==> src/rtl/stack_seq_ctrl.sv <==
// -----------------------------------------------------------------------------
// stack_seq_ctrl
//
// Multi-cycle sequencer for a small 32-bit stack machine. It fetches one
// instruction word per instruction from an external combinational instruction
// memory, drives an external combinational-read / synchronous-write stack
// memory, and borrows an external combinational add/subtract ALU.
//
// Instruction format: opcode = instr[31:26], imm = instr[25:0] (sign-extended).
//   0x00 NOP, 0x01 PUSH imm, 0x02 POP, 0x03 ADD, 0x04 SUB (B - A), 0x05 DUP,
//   0x3F HALT; anything else is illegal.
//
// Ports
//   clock, reset     : clock (rising edge) and asynchronous active-high reset
//   im_addr/im_data  : instruction address (= pc) and instruction word
//   st_addr/st_we/st_wdata/st_rdata : stack memory port
//   alu_op/alu_a/alu_b/alu_y        : ALU port (alu_op 0 = add, 1 = subtract)
//   sp               : occupied stack entries, 0..STACK_DEPTH
//   pc               : program counter
//   retire           : one-cycle pulse on the last cycle of each instruction
//   halted           : high in HALT and ERROR
//   err              : 0 none, 1 overflow, 2 underflow, 3 illegal opcode
//
// All outputs except im_addr are registers: each one is loaded on the edge
// that enters the state in which it must be valid.
// -----------------------------------------------------------------------------
module stack_seq_ctrl #(
  parameter int unsigned STACK_DEPTH = 16,
  parameter int unsigned PC_W        = 8
) (
  input  logic                           clock,
  input  logic                           reset,
  output logic [PC_W-1:0]                im_addr,
  input  logic [31:0]                    im_data,
  output logic [$clog2(STACK_DEPTH)-1:0] st_addr,
  output logic                           st_we,
  output logic [31:0]                    st_wdata,
  input  logic [31:0]                    st_rdata,
  output logic                           alu_op,
  output logic [31:0]                    alu_a,
  output logic [31:0]                    alu_b,
  input  logic [31:0]                    alu_y,
  output logic [$clog2(STACK_DEPTH):0]   sp,
  output logic [PC_W-1:0]                pc,
  output logic                           retire,
  output logic                           halted,
  output logic [1:0]                     err
);

  localparam int unsigned AW = $clog2(STACK_DEPTH);

  localparam logic [5:0] OpNop  = 6'h00;
  localparam logic [5:0] OpPush = 6'h01;
  localparam logic [5:0] OpPop  = 6'h02;
  localparam logic [5:0] OpAdd  = 6'h03;
  localparam logic [5:0] OpSub  = 6'h04;
  localparam logic [5:0] OpDup  = 6'h05;
  localparam logic [5:0] OpHalt = 6'h3F;

  localparam logic [1:0] ErrNone      = 2'd0;
  localparam logic [1:0] ErrOverflow  = 2'd1;
  localparam logic [1:0] ErrUnderflow = 2'd2;
  localparam logic [1:0] ErrIllegal   = 2'd3;

  localparam logic [AW:0] SpFull = (AW+1)'(STACK_DEPTH);
  localparam logic [AW:0] SpOne  = (AW+1)'(1);
  localparam logic [AW:0] SpTwo  = (AW+1)'(2);

  typedef enum logic [2:0] {
    StFetch,
    StDecode,
    StRdA,
    StRdB,
    StExec,
    StWrite,
    StHalt,
    StError
  } state_e;

  state_e      state_q;
  logic [31:0] ir_q;
  logic [31:0] a_q;

  // Decode of the held instruction register.
  logic [5:0]    opcode;
  logic [31:0]   imm_ext;
  logic [AW:0]   sp_m1;
  logic [AW-1:0] addr_m1;
  logic [AW-1:0] addr_m2;
  logic          is_legal;
  logic          is_arith;
  logic          overflow;
  logic          underflow;

  always_comb begin
    opcode   = ir_q[31:26];
    imm_ext  = {{6{ir_q[25]}}, ir_q[25:0]};
    sp_m1    = sp - SpOne;
    addr_m1  = AW'(sp - SpOne);
    addr_m2  = AW'(sp - SpTwo);
    is_arith = (opcode == OpAdd) || (opcode == OpSub);
    is_legal = 1'b0;
    case (opcode)
      OpNop, OpPush, OpPop, OpAdd, OpSub, OpDup, OpHalt: is_legal = 1'b1;
      default:                                           is_legal = 1'b0;
    endcase
    overflow  = ((opcode == OpPush) || (opcode == OpDup)) && (sp == SpFull);
    underflow = (((opcode == OpPop) || (opcode == OpDup)) && (sp == '0)) ||
                (is_arith && (sp < SpTwo));
  end

  assign im_addr = pc;

  always_ff @(posedge clock or posedge reset) begin
    if (reset) begin
      state_q  <= StFetch;
      ir_q     <= '0;
      a_q      <= '0;
      pc       <= '0;
      sp       <= '0;
      st_addr  <= '0;
      st_we    <= 1'b0;
      st_wdata <= '0;
      alu_op   <= 1'b0;
      alu_a    <= '0;
      alu_b    <= '0;
      retire   <= 1'b0;
      halted   <= 1'b0;
      err      <= ErrNone;
    end else begin
      // Strobes default low; they are raised only on entry to their state.
      st_we  <= 1'b0;
      retire <= 1'b0;

      unique case (state_q)
        StFetch: begin
          ir_q    <= im_data;
          pc      <= pc + PC_W'(1);
          // HALT retires in DECODE, so its pulse is armed from the fetched word.
          retire  <= (im_data[31:26] == OpHalt);
          state_q <= StDecode;
        end

        StDecode: begin
          // Error checks come first so a faulting instruction never touches memory.
          if (!is_legal) begin
            err     <= ErrIllegal;
            halted  <= 1'b1;
            state_q <= StError;
          end else if (overflow) begin
            err     <= ErrOverflow;
            halted  <= 1'b1;
            state_q <= StError;
          end else if (underflow) begin
            err     <= ErrUnderflow;
            halted  <= 1'b1;
            state_q <= StError;
          end else begin
            case (opcode)
              OpNop, OpPop: begin
                retire  <= 1'b1;
                state_q <= StExec;
              end
              OpPush: begin
                st_addr  <= sp[AW-1:0];
                st_wdata <= imm_ext;
                st_we    <= 1'b1;
                retire   <= 1'b1;
                state_q  <= StWrite;
              end
              OpAdd, OpSub, OpDup: begin
                st_addr <= addr_m1;
                state_q <= StRdA;
              end
              default: begin
                // Only HALT remains after the legality check.
                halted  <= 1'b1;
                state_q <= StHalt;
              end
            endcase
          end
        end

        StRdA: begin
          a_q <= st_rdata;
          if (opcode == OpDup) begin
            st_addr  <= sp[AW-1:0];
            st_wdata <= st_rdata;
            st_we    <= 1'b1;
            retire   <= 1'b1;
            state_q  <= StWrite;
          end else begin
            st_addr <= addr_m2;
            state_q <= StRdB;
          end
        end

        StRdB: begin
          // Operand B is the second entry from the top; SUB yields B - A.
          alu_a   <= st_rdata;
          alu_b   <= a_q;
          alu_op  <= (opcode == OpSub);
          state_q <= StExec;
        end

        StExec: begin
          if (is_arith) begin
            st_addr  <= addr_m2;
            st_wdata <= alu_y;
            st_we    <= 1'b1;
            retire   <= 1'b1;
            state_q  <= StWrite;
          end else begin
            if (opcode == OpPop) begin
              sp <= sp_m1;
            end
            state_q <= StFetch;
          end
        end

        StWrite: begin
          if (is_arith) begin
            sp <= sp_m1;
          end else begin
            sp <= sp + SpOne;
          end
          state_q <= StFetch;
        end

        StHalt: begin
          state_q <= StHalt;
        end

        StError: begin
          state_q <= StError;
        end
      endcase
    end
  end

endmodule

==> config.mk <==
export PLATFORM = sky130hd
export DESIGN_NAME = stack_seq_ctrl
export DESIGN_NICKNAME = d
export VERILOG_FILES = /design/src/rtl/stack_seq_ctrl.sv
export SDC_FILE = /design/constraint.sdc
export NUM_CORES = 1
export LEC_CHECK = 0
export CAP_MARGIN = 20
export CORE_ASPECT_RATIO = 0.9
export CORE_MARGIN = 4
export CORE_UTILIZATION = 52
export DETAILED_ROUTE_END_ITERATION = 16
export PLACE_DENSITY = 0.85
export SKIP_CTS_REPAIR_TIMING = 1
export SLEW_MARGIN = 20
export SYNTH_ARGS = -nofsm -noshare
export SYNTH_HDL_FRONTEND = slang
export SYNTH_SLANG_ARGS = --single-unit
==> constraint.sdc <==
create_clock -name clock -period 14.5 [get_ports clock]
set_input_delay 1.45 -clock clock [delete_from_list [all_inputs] [get_ports clock]]
set_output_delay 1.45 -clock clock [all_outputs]
set_load 0.03 [all_outputs]
==> flow_metrics.py <==
metrics = {
    "outcome": {
        "status": "completed",
    },
    "floorplan": {
        "initial_utilization_pct": 53.04,
        "rows": 43,
        "dieWidth_um": 140.3,
        "core_area_um2": 15440,
        "io_pins": 225,
        "die_area_um2": 17830,
        "die_h_um": 127.1,
    },
    "clocking": {
        "clock_sink_count": 186,
        "cts_buffers": 17,
        "cts_tree": "built",
        "clk_pin_slew_ns": 0.07,
        "clockRootBuffer": "clkbuf_16",
        "cts_max_level": 4,
        "clockBufferDepth": 2,
        "clk_latency_ns": 0.43,
    },
    "finish": {
        "finalInstanceArea_um2": 11150,
        "layout-drive-gt1-share_pct": 24.82,
        "nFillCells": 1028,
        "synthToLayoutAreaGrowth_pct": 36.08,
        "seq_area_um2": 4654,
        "finish.utilization_pct": 72.18,
        "multi_input_comb_area_um2": 3312,
        "final_cell_count_no_fill": 1048,
        "nets": 938,
        "insertedDiodeCount": 0,
    },
    "power": {
        "seq_power_share_pct": 33.6,
        "p_int_mw": 1.708,
        "p_switching_mw": 1.150,
        "irDropWorstVdd_uv": 149.1,
        "pwr-share-comb_pct": 50.0,
        "leakagePower_nw": 4.689,
        "power_density_nw_per_um2": 256.5,
        "pwr-share-clk_pct": 16.4,
        "swShare_pct": 40.24,
    },
    "timing": {
        "setup_tns_ns": 0,
        "slew_headroom_pct": 23.43,
        "max_freq_ghz": 0.2894,
        "fin_crit_ns": 3.456,
        "hold_viol": 0,
        "worst_pin_slew_ns": 1.147,
        "setup_violations": 0,
        "fin_skew_ns": 0.008331,
        "grt_setup_unrepaired": "false",
        "drv_slew": 0,
        "fin_crit_sh_pct": 23.83,
    },
    "place": {
        "dp_hpwl_mm": 15.50,
        "placed_cells": 1016,
        "placed_area_um2": 10530,
        "io_buffers": 224,
        "gp_congestion": 0.8523,
    },
    "global_routing": {
        "grt_pass1_vias": 6279,
        "overflow": 0,
        "grt_usage_pct": 24.57,
        "antenna_found_initial": 0,
        "grt_pass1_wl_mm": 34.21,
        "grt_max_degree": 123,
    },
    "synthesis": {
        "syn_inst": 628,
        "syn-num-nets": 733,
        "yosysWarnings": 0,
        "synth_edf_count": 0,
        "syn_area_um2": 8190,
        "ys_ff_latch": 186,
        "yosysUniqueCellTypes": 55,
        "synth_top_area_share_pct": 56.83,
        "netlist.top_cell.by_area": "dfrtp_1",
        "yosysSeqAreaShare_pct": 56.83,
        "avgSynthCellArea_um2": 13.04,
        "synth.area.top_cells": "dfrtp_1, mux2_2, nand2_1, a22oi_1, xnor2_1",
        "ys_async_sr_fraction_pct": 100.0,
        "synth_flop_cell": "dfrtp_1",
    },
    "critical_path": {
        "reg2reg_setup_slack_ns": 11.04,
        "crit_end": "st_wdata[26]",
        "path_max_fanout": 21,
        "critPathMaxStageDelay_ns": 1.01,
        "path_class": "reg2reg",
        "cp.depth": 5,
        "reg2reg_from": "state_q[0]",
        "reg2reg_depth": 5,
        "crit_family": "simple AND/OR/NAND/NOR gates",
        "critical_path_required_ns": 14.81,
        "path_cells": "nor3b_4 -> a221oi_2 -> a211oi_4 -> buf_4 -> mux2_2",
        "cp-start-kind": "flip-flop",
        "crit_path_end_kind": "flip-flop",
        "worstPathArrival_ns": 3.76,
        "cp-startpoint": "state_q[0]",
        "crit_path_top_delay_cell": "nor3b_4",
        "crit_buf_inv": 1,
        "reg2reg_to": "st_wdata[26]",
    },
    "route": {
        "drtIter0Drc": 403,
        "wire_per_inst_um": 20.83,
        "drc": 0,
        "vias": 5941,
        "wirelength_mm": 21.83,
        "antenna_left": 0,
        "first_pass_iters": 4,
        "vias_per_cell": 5.669,
    },
    "run": {
        "cap_violations": 0,
    },
    "min_path": {
        "hold_class": "reg2reg",
    },
}
-- layout make-up --
| cell class | count | share of cell area (%) |
|---|---|---|
| clock buffers | 19 | 3.974 |
| well taps | 202 | 2.268 |
| inverters | 6 | 0.2694 |
| repair buffers | 231 | 20.59 |
| clock inverters | 13 | 1.426 |
| flip-flops and latches | 186 | 41.76 |
| multi-input cells | 391 | 29.71 |
-- how the worst min path moves through the flow --
| stage | start | to | slack, ns | depth (start not counted) |
|---|---|---|---|---|
| 2_1_floorplan | ir_q[25] | ir_q[25] | 0.47 | 1 |
| 3_3_place_gp | im_addr[7] | im_addr[7] | 0.48 | 1 |
| 3_5_place_dp | im_addr[7] | im_addr[7] | 0.48 | 1 |
| 4_1_cts | im_addr[7] | im_addr[7] | 0.49 | 1 |
| 5_1_grt | st_wdata[11] | st_wdata[11] | 0.51 | 1 |
| 6_report | im_addr[7] | im_addr[7] | 0.49 | 1 |
-- synthesized netlist by cell type (6+ instances only) --
cell      number
a21oi_1        9
ha_1           7
clkbuf_1      24
xnor2_1       11
nand2_1       67
o21ai_0       12
inv_1          6
nand3_1        6
nor2_1        14
a22oi_1       25
nand4_1        6
buf_4          8
mux2_2       158
a221o_1        7
buf_2          7
dfrtp_1      186
-- power groups by stage --
stage | Clock [mW] | Sequential [mW] | Combinational (mW)
2_1_floorplan | 0 | 1.21 | 0.641
3_3_place_gp | 0 | 0.943 | 1.39
3_5_place_dp | 0 | 0.965 | 1.43
4_1_cts | 0.478 | 0.959 | 1.44
5_1_grt | 0.502 | 0.993 | 1.52
6_report | 0.469 | 0.961 | 1.43
-- state kept, by name, summed over array words and instances (netlist names) --
signal	count
a_q	32
alu_a	32
alu_b	32
alu_op	1
err	2
halted	1
im_addr	8
ir_q	32
retire	1
sp	5
st_addr	4
st_wdata	32
st_we	1
state_q	3
-- metal layers --
metal | track usage (%) | vias up | wire length, um | part of all wire [%]
met4 | 6.952 | 0 | 405 | 1.9
met1 | 30.79 | 3025 | 8573 | 39
met3 | 9.768 | 38 | 2085 | 9.6
li1 | - | 2641 | - | -
met2 | 39.92 | 237 | 10760 | 49
met5 | 0 | - | 0 | 0
-- layout by cell type, fill, tap and decap left out, types with 9 or more instances in the layout --
master             n
nor2_1            13
clkbuf_16         17
a22oi_1           25
nand2_1           67
xnor2_1           11
a21oi_1            9
clkdlybuf4s50_1  224
dfrtp_1          186
o21ai_0           12
mux2_2           158
-- metrics by stage --
stage / setup slack (ns) / power, mW / hold WS, ns
floorplan: 7.993 / 1.853 / 0.4736
CTS: 11.14 / 2.873 / 0.4909
finish: 11.04 / 2.859 / 0.4903
detailed placement: 10.83 / 2.391 / 0.4799
global placement: 10.90 / 2.330 / 0.4805
global route: 10.89 / 3.015 / 0.5149
-- worst register-to-register path, delay by kind of cell (launching register included) --
| kind | cells | cell delay [ns] |
|---|---|---|
| compound gates | 2 | 0.89 |
| flops | 1 | 0.59 |
| buf+inv | 1 | 0.44 |
| simple gates | 1 | 1.01 |
| mux | 1 | 0.40 |
-- cells by family (layout without fill, tap and decap cells) --
group / Yosys count / after routing / synth area share (%)
flops: 186 / 186 / 56.83
mux: 166 / 166 / 22.88
simple gates: 121 / 121 / 7.073
compound gates: 82 / 82 / 7.440
buf+inv: 51 / 269 / 3.101
xor+xnor: 15 / 15 / 1.604
fa+ha+maj: 7 / 7 / 1.069
(Power assumes the default switching activity.)
